==> src/rtl/mx_pkg.sv <==
// rtl/mx_pkg.sv - shared scale constants, scale type and exponent clamp helper
package mx_pkg;

  localparam int SCALE_W    = 8;
  localparam int SCALE_BIAS = 127;

  typedef logic [SCALE_W-1:0] scale_t;

  // Saturate a 10-bit signed exponent sum into the unsigned 8-bit scale range
  function automatic scale_t clamp_exp(input logic signed [9:0] e);
    if (e < 10'sd0) begin
      return scale_t'(0);
    end else if (e > 10'sd255) begin
      return scale_t'(255);
    end else begin
      return e[SCALE_W-1:0];
    end
  endfunction

endpackage

==> src/rtl/dot_block_int.sv <==
// rtl/dot_block_int.sv - combinational signed dot product of one k-element block
module dot_block_int
  import mx_pkg::*;
#(
  parameter int k         = 2,
  parameter int bit_width = 8,
  parameter int out_width = 2*bit_width + $clog2(k)
) (
  input  logic signed [bit_width-1:0] i_x [k],
  input  logic signed [bit_width-1:0] i_y [k],
  output logic signed [out_width-1:0] o_p
);

  // Sign-extend first so every product and partial sum is exact at out_width
  always_comb begin
    logic signed [out_width-1:0] w_xe;
    logic signed [out_width-1:0] w_ye;
    o_p = '0;
    for (int m = 0; m < k; m++) begin
      w_xe = out_width'(i_x[m]);
      w_ye = out_width'(i_y[m]);
      o_p  = o_p + w_xe * w_ye;
    end
  end

endmodule

==> src/rtl/dot_general_int.sv <==
// rtl/dot_general_int.sv - block-scaled integer dot product with shared output scale
module dot_general_int
  import mx_pkg::*;
#(
  parameter int C         = 4,
  parameter int k         = 2,
  parameter int bit_width = 8,
  parameter int out_width = 2*bit_width + $clog2(k)
) (
  input  logic                        i_clk,
  input  logic                        i_rst,
  input  logic signed [bit_width-1:0] i_X [C],
  input  logic signed [bit_width-1:0] i_Y [C],
  input  scale_t                      i_S [C/k],
  input  scale_t                      i_T [C/k],
  output logic signed [out_width-1:0] o_dp,
  output scale_t                      o_scale
);

  localparam int BLOCK_COUNT = C / k;
  localparam int ACC_W       = out_width + $clog2(BLOCK_COUNT) + 1;

  // Saturation bounds of the signed out_width result, expressed at accumulator width
  localparam logic signed [ACC_W-1:0] SAT_MAX =
    {{(ACC_W-out_width+1){1'b0}}, {(out_width-1){1'b1}}};
  localparam logic signed [ACC_W-1:0] SAT_MIN =
    {{(ACC_W-out_width+1){1'b1}}, {(out_width-1){1'b0}}};

  logic signed [out_width-1:0] w_p   [BLOCK_COUNT];
  logic signed [out_width-1:0] w_a   [BLOCK_COUNT];
  scale_t                      w_e   [BLOCK_COUNT];
  scale_t                      w_sh  [BLOCK_COUNT];
  scale_t                      w_emax;
  logic signed [ACC_W-1:0]     w_acc;
  logic signed [out_width-1:0] w_sat;
  logic signed [out_width-1:0] r_dp;
  scale_t                      r_scale;

  for (genvar j = 0; j < BLOCK_COUNT; j++) begin : g_blk
    logic signed [bit_width-1:0] w_xb [k];
    logic signed [bit_width-1:0] w_yb [k];
    for (genvar m = 0; m < k; m++) begin : g_el
      assign w_xb[m] = i_X[j*k+m];
      assign w_yb[m] = i_Y[j*k+m];
    end
    dot_block_int #(
      .k         (k),
      .bit_width (bit_width),
      .out_width (out_width)
    ) u_blk (
      .i_x (w_xb),
      .i_y (w_yb),
      .o_p (w_p[j])
    );
  end

  // Per-block exponent: biased sum rebiased once, then clamped into scale range
  always_comb begin
    for (int j = 0; j < BLOCK_COUNT; j++) begin
      w_e[j] = clamp_exp($signed({2'b00, i_S[j]}) + $signed({2'b00, i_T[j]})
                         - 10'(SCALE_BIAS));
    end
  end

  // Largest block exponent becomes the shared output scale
  always_comb begin
    w_emax = w_e[0];
    for (int j = 1; j < BLOCK_COUNT; j++) begin
      if (w_e[j] > w_emax) w_emax = w_e[j];
    end
  end

  // Align each block to the shared scale; oversized shifts collapse to the sign fill
  always_comb begin
    for (int j = 0; j < BLOCK_COUNT; j++) begin
      w_sh[j] = w_emax - w_e[j];
      if (int'(w_sh[j]) >= out_width) begin
        w_a[j] = {out_width{w_p[j][out_width-1]}};
      end else begin
        w_a[j] = w_p[j] >>> w_sh[j];
      end
    end
  end

  // Wide accumulation of aligned blocks, then clip to the output range
  always_comb begin
    w_acc = '0;
    for (int j = 0; j < BLOCK_COUNT; j++) begin
      w_acc = w_acc + ACC_W'(w_a[j]);
    end
    if (w_acc > SAT_MAX) begin
      w_sat = SAT_MAX[out_width-1:0];
    end else if (w_acc < SAT_MIN) begin
      w_sat = SAT_MIN[out_width-1:0];
    end else begin
      w_sat = w_acc[out_width-1:0];
    end
  end

  // Output register; reset wins over incoming data
  always_ff @(posedge i_clk) begin
    if (i_rst) begin
      r_dp    <= '0;
      r_scale <= '0;
    end else begin
      r_dp    <= w_sat;
      r_scale <= w_emax;
    end
  end

  assign o_dp    = r_dp;
  assign o_scale = r_scale;

endmodule

==> config.mk <==
export PLATFORM = sky130hd
export DESIGN_NAME = dot_general_int
export DESIGN_NICKNAME = d
export VERILOG_FILES = /design/src/rtl/mx_pkg.sv /design/src/rtl/dot_block_int.sv /design/src/rtl/dot_general_int.sv
export SDC_FILE = /design/constraint.sdc
export NUM_CORES = 1
export LEC_CHECK = 0
export ABC_CLOCK_PERIOD_IN_PS = 17710
export CORE_MARGIN = 8
export CORE_UTILIZATION = 55
export DETAILED_ROUTE_END_ITERATION = 10
export PLACE_DENSITY = 0.74
export SLEW_MARGIN = 20
export SYNTH_ARGS = -nofsm -noshare
export SYNTH_HDL_FRONTEND = slang
export SYNTH_SLANG_ARGS = --single-unit
export TNS_END_PERCENT = 50
==> constraint.sdc <==
create_clock -name i_clk -period 17.71 [get_ports i_clk]
set_input_delay 4.4275 -clock i_clk [delete_from_list [all_inputs] [get_ports i_clk]]
set_output_delay 4.4275 -clock i_clk [all_outputs]
set_load 0.02 [all_outputs]
==> impl_metrics.yaml, run 1 <==
sta:
  slew_headroom_pct: 31.77
  fmax_mhz: 63.01
  fin_tns_setup_ns: 0
  slew_viol_final: 0
  tightestPinTransition_ns: 1.023
  finalHoldViolCount: 0
  finalCriticalPeriod_ns: 15.87
  rsz0062_at_grt: "no"
  min_period_over_period_pct: 89.62
  final-setup-viol-count: 0
cells_and_area:
  multi_input_area_sq_mm: 0.01422
  regArea_sq_um: 500.5
  fin_nets: 2582
  fill_cells: 2529
  layout-drive-gt1-share_pct: 2.156
  area_delta_synth_final_pct: 10.28
  antenna_cells: 0
routing:
  routed_via_density: 5.576
  wl_met1_mm: 16.86
  drc_errors: 0
  antenna_left: 0
  drt_first_iter_violations: 697
  wire_per_inst_um: 15.08
  vias: 13523
  dr.pass1.iters: 5
  top_layer: "met4"
  wl_met2_mm: 17.57
  wl_met3_mm: 1.794
  routed_wirelength_mm: 36.56
logic_synthesis:
  synth_edf_count: 0
  yosys_warnings: 0
  async_flop_share_pct: 0
  synth_cell_types: 78
  netlist_area_sq_mm: 0.01612
  synth-main-ff-cell: "dfxtp_1"
  synth_nets: 2490
  synth.yosys.seq_area_share_pct: 3.105
  synthCells: 1950
  ys_seq_elements: 25
  syn_area_per_cell_sq_um: 8.266
floorplanning:
  core_area_sq_mm: 0.02878
  die_height_um: 187.2
  die-area_sq_mm: 0.03504
  placementRows: 62
  die_w_um: 187.2
  io_pins: 123
  start_util_pct: 56.01
critical_path:
  cp-end-kind: "flop"
  cp-start-kind: "primary input"
  worst_ep_arrival_time_ns: 16.07
  cp.required_ns: 17.91
  worst_path_largest_cell_delay_ns: 0.78
  cpMostUsedCell: "o21ai_0"
  cp_max_fo: 16
  critical_path_class: "primary input to flop"
  slowest_stage: "a21oi_1"
cts:
  root_buffer: "clkbuf_16"
  cts_buffers: 3
  post_cts_buffers: 0
  h-tree-depth: 1
  clock_path_buffers: 2
  cts.repair.resized: 0
  hold_buffers: 0
  cts_tree: "built"
  clk_pin_slew_worst_paths_ns: 0.06
  cts_sinks: 25
flow_run:
  drv_cap: 0
global_route:
  antenna_found_initial: 0
  grt_max_degree: 27
  grt_pass1_wl_mm: 63.69
  grt_pass1_vias: 13780
  grt-ovfl-total: 0
  grt_usage_pct: 20.81
hold_path:
  hp-class: "primary input to flop"
  hold_depth: 2
placed_design:
  gp_congestion: 0.9262
  dp_hpwl_mm: 31.95
  io_buffers: 122
outcome:
  outcome: "completed"
-- layer usage --
metal  vias up  track usage [%]
met5         -                0
li1       6629                -
met2       358            36.03
met3        30            1.529
met1      6506            28.75
met4         0            2.627
-- cell type report --
cell class                 instances  share of cell area, %
inverter                         332                  7.011
tap                              384                  2.703
clock buffer                       3                 0.4223
multi-input combinational       1555                  80.01
sequential                        25                  2.816
timing repair buffer             125                  6.997
clock inverter                     1                0.04223
-- cell usage after synthesis, types with 28 or more instances --
library cell  instances  area share [%]
o21ai_0              84             2.6
nand2b_1             47             1.8
clkbuf_1             29            0.68
a21oi_1             115             3.6
ha_1                216              17
and2_1              154             6.0
a21o_1               30             1.4
mux2i_1              28             1.7
nor2_1              106             2.5
nand2_1             143             3.3
inv_1               331             7.7
fa_1                226              28
xnor2_1             101             5.5
-- worst paths after layout --
path | start | endpoint | slack [ns]
max | i_S[0] | o_dp[11]$_SDFF_PP0_ | 1.84
min | i_rst | o_scale[1]$_SDFF_PP0_ | 4.98
-- cell families (layout without fill, tap and decap cells) --
logic type,Yosys count,after routing,synth area share [%]
AND/OR/NAND/NOR,546,546,17.33
AO/OA/AOI/OAI,407,407,16.85
XOR/XNOR,121,121,6.575
buffers and inverters,370,461,8.663
adder cells (fa/ha/maj),442,442,44.83
flip-flops,25,25,3.105
multiplexers,39,39,2.647
-- metrics by stage --
step / hold WS, ns / instances / cell area, sq um / worst slack (ns) / util [%]
CTS: 4.991 / 2425 / 17780 / 1.981 / 61.76
floorplan: 4.736 / 1950 / 16120 / 3.960 / -
global placement: 5.228 / 2421 / 17690 / 2.086 / 61.48
finish: 4.980 / 2425 / 17780 / 1.839 / 61.76
detailed placement: 5.227 / 2421 / 17690 / 1.764 / 61.48
global route: 5.049 / 2425 / 17780 / 0.7240 / 61.76
-- flip-flops by register name, indices dropped and copies added (netlist names) --
| register | flops |
|---|---|
| o_scale | 8 |
| o_dp | 17 |
-- critical path, delay by kind of cell --
family / cells / cell delay (ns)
mux: 1 / 0.26
buf+inv: 5 / 0.73
compound gates: 24 / 5.80
simple gates: 8 / 2.63
fa+ha+maj: 7 / 2.18
-- cells in the final DEF, fill, tap and decap left out, types with 5 or more instances in the layout --
| master | instances |
|---|---|
| inv_1 | 331 |
| fa_1 | 226 |
| ha_1 | 216 |
| and2_1 | 154 |
| nand2_1 | 143 |
| clkdlybuf4s50_1 | 122 |
| a21oi_1 | 115 |
| nor2_1 | 106 |
| xnor2_1 | 101 |
| o21ai_0 | 84 |
| nand2b_1 | 47 |
| a21o_1 | 30 |
| mux2i_1 | 28 |
| dfxtp_1 | 25 |
| o21a_1 | 23 |
| nor3_1 | 22 |
| nor2b_1 | 21 |
| xor2_1 | 20 |
| o21bai_1 | 17 |
| o211ai_1 | 17 |
| a211oi_1 | 15 |
| a21boi_0 | 12 |
| nand3_1 | 11 |
| o31ai_1 | 10 |
| mux2_2 | 9 |
| a31oi_1 | 9 |
| nand4_1 | 7 |
| o31a_1 | 7 |
| or3_1 | 6 |
| a2111oi_0 | 6 |
| nor4_1 | 5 |
| a311oi_1 | 5 |
| or2_2 | 5 |
Power of run 1 is not shown: default switching activity piles up to over one toggle a cycle in this logic, so the estimate is an artifact.
==> run 2: changes to the inputs <==
--- a/config.mk
+++ b/config.mk
@@ -5,9 +5,10 @@
 export SDC_FILE = /design/constraint.sdc
 export NUM_CORES = 1
 export LEC_CHECK = 0
-export ABC_CLOCK_PERIOD_IN_PS = 17710
+export ABC_CLOCK_PERIOD_IN_PS = 15000
 export CORE_MARGIN = 8
 export CORE_UTILIZATION = 55
+export CTS_CLUSTER_DIAMETER = 50
 export DETAILED_ROUTE_END_ITERATION = 10
 export PLACE_DENSITY = 0.74
 export SLEW_MARGIN = 20
==> constraint.sdc (replaced) <==
create_clock -name i_clk -period 15 [get_ports i_clk]
set_input_delay 3.75 -clock i_clk [delete_from_list [all_inputs] [get_ports i_clk]]
set_output_delay 3.75 -clock i_clk [all_outputs]
set_load 0.02 [all_outputs]
==> run 2 against run 1 <==
  * Flip-flop and latch count unchanged
  * Die area is the same
  * Critical endpoint unchanged
  * Wire length down 1.1%
==> impl_metrics.yaml, run 2 (synthesis gave the netlist of run 1 again) <==
sta:
  fin_tns_setup_ns: 0
  rsz0062_at_grt: "no"
  finalHoldViolCount: 0
  fmax_mhz: 71.54
  min_period_over_period_pct: 93.19
  slew_headroom_pct: 31.15
  slew_viol_final: 0
  tightestPinTransition_ns: 1.025
  final-setup-viol-count: 0
  finalCriticalPeriod_ns: 13.98
placed_design:
  io_buffers: 122
  dp_hpwl_mm: 31.72
  gp_congestion: 0.9003
  dpl_cell_area_sq_mm: 0.01773
cts:
  h-tree-depth: 1
  cts_sinks: 25
  clock_path_buffers: 2
  cts_buffers: 3
  clk_pin_slew_worst_paths_ns: 0.06
  cts_tree: "built"
  root_buffer: "clkbuf_16"
cells_and_area:
  final_common_cell: "inv_1"
  antenna_cells: 0
  area_delta_synth_final_pct: 10.73
  layout-drive-gt1-share_pct: 2.687
  largest_register_ff_count: 17
  fin_area_sq_mm: 0.01785
  mostFrequentLayoutCells: "331 x inv_1, 226 x fa_1, 216 x ha_1, 154 x and2_1, 143 x nand2_1"
  fin_nets: 2588
  post-route-util_pct: 62.02
routing:
  routed_wirelength_mm: 36.17
  wire_per_inst_um: 14.88
  antenna_left: 0
  vias: 13428
  routed_via_density: 5.524
  dr.pass1.iters: 6
  drc_errors: 0
  drt_first_iter_violations: 697
floorplanning:
  die_height_um: 187.2
  io_pins: 123
  core_area_sq_mm: 0.02878
  placementRows: 62
  die_w_um: 187.2
  die-area_sq_mm: 0.03504
  start_util_pct: 56.01
global_route:
  antenna_found_initial: 0
  grt_usage_pct: 20.76
  grt_max_degree: 27
  grt_pass1_wl_mm: 63.60
  grt_pass1_vias: 13730
  grt-ovfl-total: 0
critical_path:
  worst_ep_arrival_time_ns: 14.18
  cp-end-kind: "flop"
  worst_path_largest_cell_delay_ns: 0.54
  slowest_stage: "or4b_1"
  critical_path_class: "primary input to flop"
  cp.required_ns: 15.20
  cp_max_fo: 14
  cp-start-kind: "primary input"
outcome:
  outcome: "completed"
flow_run:
  drv_cap: 0
hold_path:
  hold_path_end: "o_scale[7]$_SDFF_PP0_"
  hp-class: "primary input to flop"
  holdCritStartpoint: "i_rst"
  hold_depth: 2
-- run 2: cell type report --
type / count / area [sq um]
Multi-Input combinational cell: 1555 / 14250
Tap cell: 384 / 480.5
Sequential cell: 25 / 500.5
Clock inverter: 1 / 5.005
Inverter: 332 / 1246
Fill cell: 2559 / 10930
Timing Repair Buffer: 131 / 1289
Clock buffer: 3 / 75.07
-- run 2: metal layers --
metal,global-route usage [%],up-vias,share of wire (%)
met5,0,-,0
met4,2.902,0,1.1
met3,1.491,33,4.7
met2,35.55,299,48
met1,28.93,6472,46
li1,-,6624,-
-- run 2: stage by stage --
step                cells  hold WS (ns)  worst slack [ns]
floorplan            1950         4.059             1.927
global placement     2426         4.551            0.7387
detailed placement   2426         4.550            0.3829
CTS                  2430         4.338            0.6236
global route         2431         4.398           0.07296
finish               2431         4.340             1.021
-- run 2: repair_timing --
item,in CTS,in global routing
hold buffers,0,0
setup endpoints to repair,0,16
buffers inserted,0,1
resized for setup,0,8
-- run 2: worst max-delay path, delay by kind of cell --
kind | cells | cell delay, ns
compound gates | 22 | 4.73
fa+ha+maj | 7 | 2.27
simple gates | 8 | 2.10
buf+inv | 7 | 1.08
mux | 1 | 0.21
-- run 2: worst max path at each step --
stage | from | endpoint | cells after the start
6_report | i_S[0] | o_dp[11]$_SDFF_PP0_ | 45
5_1_grt | i_S[0] | o_dp[8]$_SDFF_PP0_ | 46
4_1_cts | i_S[0] | o_dp[10]$_SDFF_PP0_ | 44
3_3_place_gp | i_S[0] | o_dp[11]$_SDFF_PP0_ | 46
2_1_floorplan | i_S[1] | o_dp[14]$_SDFF_PP0_ | 46
3_5_place_dp | i_S[0] | o_dp[1]$_SDFF_PP0_ | 44
Power of run 2 is left out for the same reason.
